[src/rtl/cpu_defs.sv]
// cpu_defs: opcodes, forwarding encodings and the shadow-pipe entry shared by
// the hazard scheduler and its decoder.
package cpu_defs;

   localparam int unsigned OPCODE_W  = 6;
   localparam int unsigned SH_DEST_W = 5;
   localparam int unsigned FWD_W     = 2;

   localparam logic [OPCODE_W-1:0] OP_RTYPE = 6'b000000;
   localparam logic [OPCODE_W-1:0] OP_LW    = 6'b100011;
   localparam logic [OPCODE_W-1:0] OP_SW    = 6'b101011;
   localparam logic [OPCODE_W-1:0] OP_BEQ   = 6'b000100;
   localparam logic [OPCODE_W-1:0] OP_BNE   = 6'b000101;
   localparam logic [OPCODE_W-1:0] OP_ADDI  = 6'b001000;
   localparam logic [OPCODE_W-1:0] OP_ANDI  = 6'b001100;
   localparam logic [OPCODE_W-1:0] OP_XORI  = 6'b001110;
   localparam logic [OPCODE_W-1:0] OP_SLTIU = 6'b001011;
   localparam logic [OPCODE_W-1:0] OP_JAL   = 6'b000011;

   localparam logic [SH_DEST_W-1:0] JAL_DEST = 5'd31;

   localparam logic [FWD_W-1:0] FWD_RF  = 2'b00;
   localparam logic [FWD_W-1:0] FWD_MEM = 2'b01;
   localparam logic [FWD_W-1:0] FWD_WB  = 2'b10;

   typedef struct packed {
      logic                 valid;
      logic                 wr;
      logic [SH_DEST_W-1:0] dest;
      logic                 is_load;
   } shadow_t;

endpackage

[src/rtl/ins_reg_decode.sv]
// ins_reg_decode: extracts register usage (destination, sources, load flag)
// from a MIPS instruction word. Register $0 is never a destination or a source.
module ins_reg_decode
   import cpu_defs::*;
#(
   parameter int unsigned REG_AW = 5
) (
   input  logic [31:0]       i_ir,
   output logic              o_wr,
   output logic [REG_AW-1:0] o_dest,
   output logic [REG_AW-1:0] o_rs,
   output logic [REG_AW-1:0] o_rt,
   output logic              o_use_rs,
   output logic              o_use_rt,
   output logic              o_is_load
);

   logic [OPCODE_W-1:0] w_op;
   logic                w_has_dest;
   logic [REG_AW-1:0]   w_dest;
   logic                w_rd_rs;
   logic                w_rd_rt;
   logic                w_unused_imm;

   assign w_op         = i_ir[31:26];
   assign o_rs         = REG_AW'(i_ir[25:21]);
   assign o_rt         = REG_AW'(i_ir[20:16]);
   assign w_unused_imm = ^i_ir[10:0];

   // Opcode table: which fields are read and written.
   always_comb begin
      w_has_dest = 1'b0;
      w_dest     = '0;
      w_rd_rs    = 1'b0;
      w_rd_rt    = 1'b0;
      o_is_load  = 1'b0;
      case (w_op)
         OP_RTYPE: begin
            w_has_dest = 1'b1;
            w_dest     = REG_AW'(i_ir[15:11]);
            w_rd_rs    = 1'b1;
            w_rd_rt    = 1'b1;
         end
         OP_LW: begin
            w_has_dest = 1'b1;
            w_dest     = o_rt;
            w_rd_rs    = 1'b1;
            o_is_load  = 1'b1;
         end
         OP_SW, OP_BEQ, OP_BNE: begin
            w_rd_rs = 1'b1;
            w_rd_rt = 1'b1;
         end
         OP_ADDI, OP_ANDI, OP_XORI, OP_SLTIU: begin
            w_has_dest = 1'b1;
            w_dest     = o_rt;
            w_rd_rs    = 1'b1;
         end
         OP_JAL: begin
            w_has_dest = 1'b1;
            w_dest     = REG_AW'(JAL_DEST);
         end
         default: ;
      endcase
   end

   assign o_dest   = w_dest;
   assign o_wr     = w_has_dest & (w_dest != '0);
   assign o_use_rs = w_rd_rs & (o_rs != '0);
   assign o_use_rt = w_rd_rt & (o_rt != '0);

endmodule

[src/rtl/hazard_scheduler.sv]
// hazard_scheduler: decides each cycle whether the ID instruction issues,
// stalls or is flushed, using a 3-entry shadow of EX/MEM/WB destinations.
// Define HAZARD_FORWARD_EN for operand forwarding (load-use stalls only).
module hazard_scheduler
   import cpu_defs::*;
#(
   parameter int unsigned REG_AW   = 5,
   parameter int unsigned STALL_CW = 16
) (
   input  logic                clk,
   input  logic                rst,
   input  logic                id_valid,
   input  logic [31:0]         id_ir,
   input  logic                branch_taken,
   output logic                stall,
   output logic                bubble,
   output logic                flush,
   output logic [FWD_W-1:0]    fwd_a_sel,
   output logic [FWD_W-1:0]    fwd_b_sel,
   output logic [STALL_CW-1:0] stall_count
);

   localparam logic [1:0] ST_RUN   = 2'd0;
   localparam logic [1:0] ST_STALL = 2'd1;
   localparam logic [1:0] ST_FLUSH = 2'd2;

   logic              w_wr;
   logic [REG_AW-1:0] w_dest;
   logic [REG_AW-1:0] w_rs;
   logic [REG_AW-1:0] w_rt;
   logic              w_use_rs;
   logic              w_use_rt;
   logic              w_is_load;

   shadow_t r_ex;
   shadow_t r_mem;
   shadow_t r_wb;
   shadow_t w_id_entry;

   logic w_ex_a, w_ex_b, w_mem_a, w_mem_b;
   logic w_hazard;
   logic w_issue;
   logic w_unused_wb;

   logic [FWD_W-1:0]    w_fwd_a, w_fwd_b;
   logic [FWD_W-1:0]    r_fwd_a, r_fwd_b;
   logic [1:0]          r_state, w_state_nxt;
   logic [STALL_CW-1:0] r_stall_count;

   ins_reg_decode #(.REG_AW(REG_AW)) u_decode (
      .i_ir      (id_ir),
      .o_wr      (w_wr),
      .o_dest    (w_dest),
      .o_rs      (w_rs),
      .o_rt      (w_rt),
      .o_use_rs  (w_use_rs),
      .o_use_rt  (w_use_rt),
      .o_is_load (w_is_load)
   );

   // Source-vs-producer matches; the WB entry writes before ID reads, so it never matters.
   assign w_ex_a  = r_ex.valid  & r_ex.wr  & w_use_rs & (w_rs == REG_AW'(r_ex.dest));
   assign w_ex_b  = r_ex.valid  & r_ex.wr  & w_use_rt & (w_rt == REG_AW'(r_ex.dest));
   assign w_mem_a = r_mem.valid & r_mem.wr & w_use_rs & (w_rs == REG_AW'(r_mem.dest));
   assign w_mem_b = r_mem.valid & r_mem.wr & w_use_rt & (w_rt == REG_AW'(r_mem.dest));
   assign w_unused_wb = ^r_wb;

`ifdef HAZARD_FORWARD_EN
   assign w_hazard = r_ex.is_load & (w_ex_a | w_ex_b);
   assign w_fwd_a  = w_ex_a ? FWD_MEM : (w_mem_a ? FWD_WB : FWD_RF);
   assign w_fwd_b  = w_ex_b ? FWD_MEM : (w_mem_b ? FWD_WB : FWD_RF);
`else
   assign w_hazard = w_ex_a | w_ex_b | w_mem_a | w_mem_b;
   assign w_fwd_a  = FWD_RF;
   assign w_fwd_b  = FWD_RF;
`endif

   // Flush beats stall beats issue.
   assign flush   = branch_taken;
   assign stall   = w_hazard & id_valid & ~branch_taken;
   assign bubble  = stall | flush;
   assign w_issue = id_valid & ~stall & ~branch_taken;

   // Shadow entry for the instruction leaving ID.
   always_comb begin
      w_id_entry         = '0;
      w_id_entry.valid   = 1'b1;
      w_id_entry.wr      = w_wr;
      w_id_entry.dest    = SH_DEST_W'(w_dest);
      w_id_entry.is_load = w_is_load;
   end

   // Shadow pipe advances every edge; non-issue cycles inject an invalid entry.
   always_ff @(posedge clk) begin
      if (rst) begin
         r_ex  <= '0;
         r_mem <= '0;
         r_wb  <= '0;
      end else begin
         r_wb  <= r_mem;
         r_mem <= r_ex;
         r_ex  <= w_issue ? w_id_entry : '0;
      end
   end

   // Forward selects follow the issued instruction into EX; bubbles read the regfile.
   always_ff @(posedge clk) begin
      if (rst) begin
         r_fwd_a <= FWD_RF;
         r_fwd_b <= FWD_RF;
      end else begin
         r_fwd_a <= w_issue ? w_fwd_a : FWD_RF;
         r_fwd_b <= w_issue ? w_fwd_b : FWD_RF;
      end
   end

   // Stall-accounting state register.
   always_ff @(posedge clk) begin
      if (rst) r_state <= ST_RUN;
      else     r_state <= w_state_nxt;
   end

   // Stall-accounting next state; a taken branch wins from any state.
   always_comb begin
      w_state_nxt = r_state;
      if (branch_taken) begin
         w_state_nxt = ST_FLUSH;
      end else begin
         case (r_state)
            ST_RUN:   if (stall)  w_state_nxt = ST_STALL;
            ST_STALL: if (!stall) w_state_nxt = ST_RUN;
            ST_FLUSH: w_state_nxt = ST_RUN;
            default:  w_state_nxt = ST_RUN;
         endcase
      end
   end

   // Saturating count of cycles spent in STALL.
   always_ff @(posedge clk) begin
      if (rst) begin
         r_stall_count <= '0;
      end else if ((r_state == ST_STALL) && (r_stall_count != {STALL_CW{1'b1}})) begin
         r_stall_count <= r_stall_count + STALL_CW'(1);
      end
   end

   assign fwd_a_sel   = r_fwd_a;
   assign fwd_b_sel   = r_fwd_b;
   assign stall_count = r_stall_count;

endmodule

[config.mk]
export PLATFORM = sky130hd
export DESIGN_NAME = hazard_scheduler
export DESIGN_NICKNAME = d
export VERILOG_FILES = /design/src/rtl/cpu_defs.sv /design/src/rtl/ins_reg_decode.sv /design/src/rtl/hazard_scheduler.sv
export SDC_FILE = /design/constraint.sdc
export NUM_CORES = 1
export LEC_CHECK = 0
export BUFFER_PORTS_ARGS = -buffer_cell sky130_fd_sc_hd__clkbuf_2
export CORE_MARGIN = 2
export CORE_UTILIZATION = 45
export DETAILED_ROUTE_END_ITERATION = 10
export PLACE_DENSITY_LB_ADDON = 0.1
export SLEW_MARGIN = 20
export SYNTH_ARGS = -nofsm -noshare
export SYNTH_HDL_FRONTEND = slang
export SYNTH_SLANG_ARGS = --single-unit
[constraint.sdc]
create_clock -name clk -period 2.05 [get_ports clk]
set_clock_uncertainty 0.2 [all_clocks]
set_input_delay 0.41 -clock clk [delete_from_list [all_inputs] [get_ports clk]]
set_output_delay 0.41 -clock clk [all_outputs]
set_load 0.02 [all_outputs]
==> metrics.txt <==
R2R setup slack=0.18 ns; count of final setup violators=2; NetSw=0.000290 W; Design Power=0.00129 W; most frequent cells in the layout=41 x clkbuf_2, 33 x buf_4, 28 x nor2_1, 28 x dfxtp_1, 23 x xor2_1; first-pass GRT wire length=6.32 mm; Clk pin slew, worst setup/hold paths=0.06 ns; CP Data Arrival Time=1.86 ns; P_int=0.000999 W; die area=4530 sq um; gpl congestion=0.769; min-delay worst type=in -> reg; vias per cell=5.05; core area=3940 sq um; layout cell share with drive strength beyond 1=33.7%; cells along the critical path=xor2_1, nor4_1, a22oi_1, o32ai_4, nor2b_4, buf_8; Clock Sinks=32; DRC viols=0; Clock H-tree levels=2; final antenna-violating net count=0; Initial Util=45.8%; hold_sp=branch_taken; outcome=complete, but fails checks; antenna violations before repair=0; Nets=325; Net Sw Frac=22.5%; fmax=406 MHz; height of the die=67.3 microns; # rows=23; largest net degree at the start of global routing=25; WP buf/inv=1; Logic pwr share=11.9%; RR Endpoint=r_state[0]; first-pass iteration count of the detailed router=4; Layout Cells excl Fill=338; Hold Vio Cnt, Final=0; Clk Tree Root Cell=clkbuf_8; Crit. End Element=output port; IO Pins=59; max_cap viols=0; ANT cells=0; Worst Setup Path Type=reg -> out; Hold EP=r_state[1]; Data required, critical path=1.44 ns; Clock Path Buffers=2; total track usage=18.3%; final instance area=2450 sq um; Final HPWL DP=3.06 mm; Synth Instances=209; Final Critical Period=2.47 ns; CP Max Fanout=3; commonest non-fill, non-tap cell in the layout=clkbuf_2; Final Util=62.1%; worst vdd ir=286 uV; failing checks=setup timing; Max Slew Vio Count=0; clock share of power=39.4%; synth warn=0; vias=1708; WL/cell=11.3 microns; Placed Instances=329; TritonCTS Buffers=5; Netlist cell types=42; max incr delay on CP=0.33 ns; RSZ-0062 raised after global routing=yes; final wirelength=3.83 mm; Sequential Power Share=48.7%; initial DRC count=55; mapped cell area=1810 sq um; Remaining Overflow, GRT=0; placement-stage cell area=2310 sq um; TritonCTS clock tree=done; Synth Register Bits=32; Reg-to-Reg Start=r_ex[5]; Leak=1.05 nW; delay-heaviest family, CP=simple AND/OR/NAND/NOR gates; PortBufs=43; r2r worst-path depth=6; period utilization=120%; startpoint types=register; Levels on crit path=6; Worst Setup SP=r_ex[5]; Worst Slack Setup Final=-0.415 ns; Hold Path Stages=2; Die W=67.3 microns; Area growth, synth to finish=35.6%; register area share after synthesis=35.5%; slowest CP cell=dfxtp_2; number of global-route vias before repair=1502; Synth Area per Inst=8.64 sq um; PD cells=526 nW/um^2; clock network latency to the later pin of the worst-skew pair=0.28 ns
[worst reg2reg max path, cell delays in order (launching register included)]
cell and delay (ns):
dfxtp_2 0.33, xor2_1 0.13, nor4_1 0.30, a22oi_1 0.19, o32ai_4 0.32, buf_4 0.20, and3b_1 0.15
[layout make-up]
| class | count | area [sq um] |
|---|---|---|
| clock buffers | 7 | 96.3 |
| fillers | 348 | 1490 |
| inverters | 4 | 15.0 |
| multi-input cells | 168 | 1130 |
| flip-flops and latches | 32 | 646 |
| well taps | 50 | 62.6 |
| repair buffers | 77 | 502 |
[per-layer routing]
metal	vias to the layer above	track usage [%]	share of wire, %
li1	888	-	-
met1	781	21.5	46
met2	37	31.8	49
met3	2	5.50	4.2
met4	0	6.12	0.68
met5	-	0	0
[through the flow]
step                      worst slack (ns)  hold slack [ns]  TNS [ns]
after global placement              -0.438            0.247     -1.39
final                               -0.415            0.246    -0.803
after CTS                           -0.458            0.239    -0.883
after global routing                -0.516            0.238     -1.02
after detailed placement            -0.419            0.250     -1.21
after floorplan                     -0.173            0.238    -0.333
[registers in the layout, summed over array words and instances (netlist names)]
| signal | count |
|---|---|
| stall_count | 16 |
| r_state | 2 |
| r_ex | 7 |
| r_mem | 7 |
[Yosys cell counts, drive strengths merged]
master	count	share of area (%)
a2111oi	1	1.5
a211oi	3	1.2
a21oi	6	1.7
a221oi	6	2.9
a22oi	2	0.83
and2	1	0.35
and2b	5	2.1
and3	1	0.35
and3b	1	0.49
and4	1	0.49
buf	5	2.1
clkbuf	3	0.62
conb	1	0.21
dfxtp	32	35
ha	1	0.69
inv	4	0.83
mux2i	1	0.55
nand2	11	2.3
nand2b	2	0.69
nand3	4	1.1
nand3b	1	0.42
nand4	6	2.1
nand4b	1	0.49
nor2	28	5.8
nor2b	11	3.8
nor3	14	3.9
nor4	7	2.8
nor4b	1	0.49
o21ai	1	0.28
o22ai	1	0.35
o311ai	1	0.49
o32ai	2	2.0
or2	4	1.4
or2b	2	0.90
or4	2	0.83
xnor2	13	6.3
xor2	23	11
[how the worst max path moves through the flow]
| stage | endpoint | slack (ns) |
|---|---|---|
| 3_5_place_dp | stall | -0.42 |
| 6_report | stall | -0.42 |
| 3_3_place_gp | stall | -0.44 |
| 5_1_grt | stall | -0.52 |
| 2_1_floorplan | stall | -0.17 |
| 4_1_cts | stall | -0.46 |
[power groups by stage]
| stage | Combinational, W | Clock, W | Sequential, W |
|---|---|---|---|
| floorplan | 0.0000735 | 0 | 0.000641 |
| global placement | 0.000150 | 0 | 0.000642 |
| detailed placement | 0.000151 | 0 | 0.000642 |
| CTS | 0.000154 | 0.000527 | 0.000628 |
| global route | 0.000169 | 0.000552 | 0.000628 |
| finish | 0.000153 | 0.000507 | 0.000628 |
[repair_timing]
action / in CTS / in global routing
resized for setup: 5 / 4
hold buffers: 0 / 0
endpoints found under the setup margin: 2 / 2
hold endpoints to repair: 0 / 0
pin swaps: 4 / 4
setup buffers: 1 / 1
[logic make-up (layout without fill, tap and decap cells)]
family | after synthesis | count (layout) | synth area share, %
AND/OR/NAND/NOR | 103 | 103 | 30.8
multiplexers | 1 | 1 | 0.554
buffers and inverters | 12 | 88 | 3.53
XOR/XNOR | 36 | 36 | 17.5
adder cells (fa/ha/maj) | 1 | 1 | 0.693
flip-flops | 32 | 32 | 35.5
other | 1 | 4 | 0.208
AO/OA/AOI/OAI | 23 | 23 | 11.3
No activity file was read; power rests on OpenSTA's default activity.
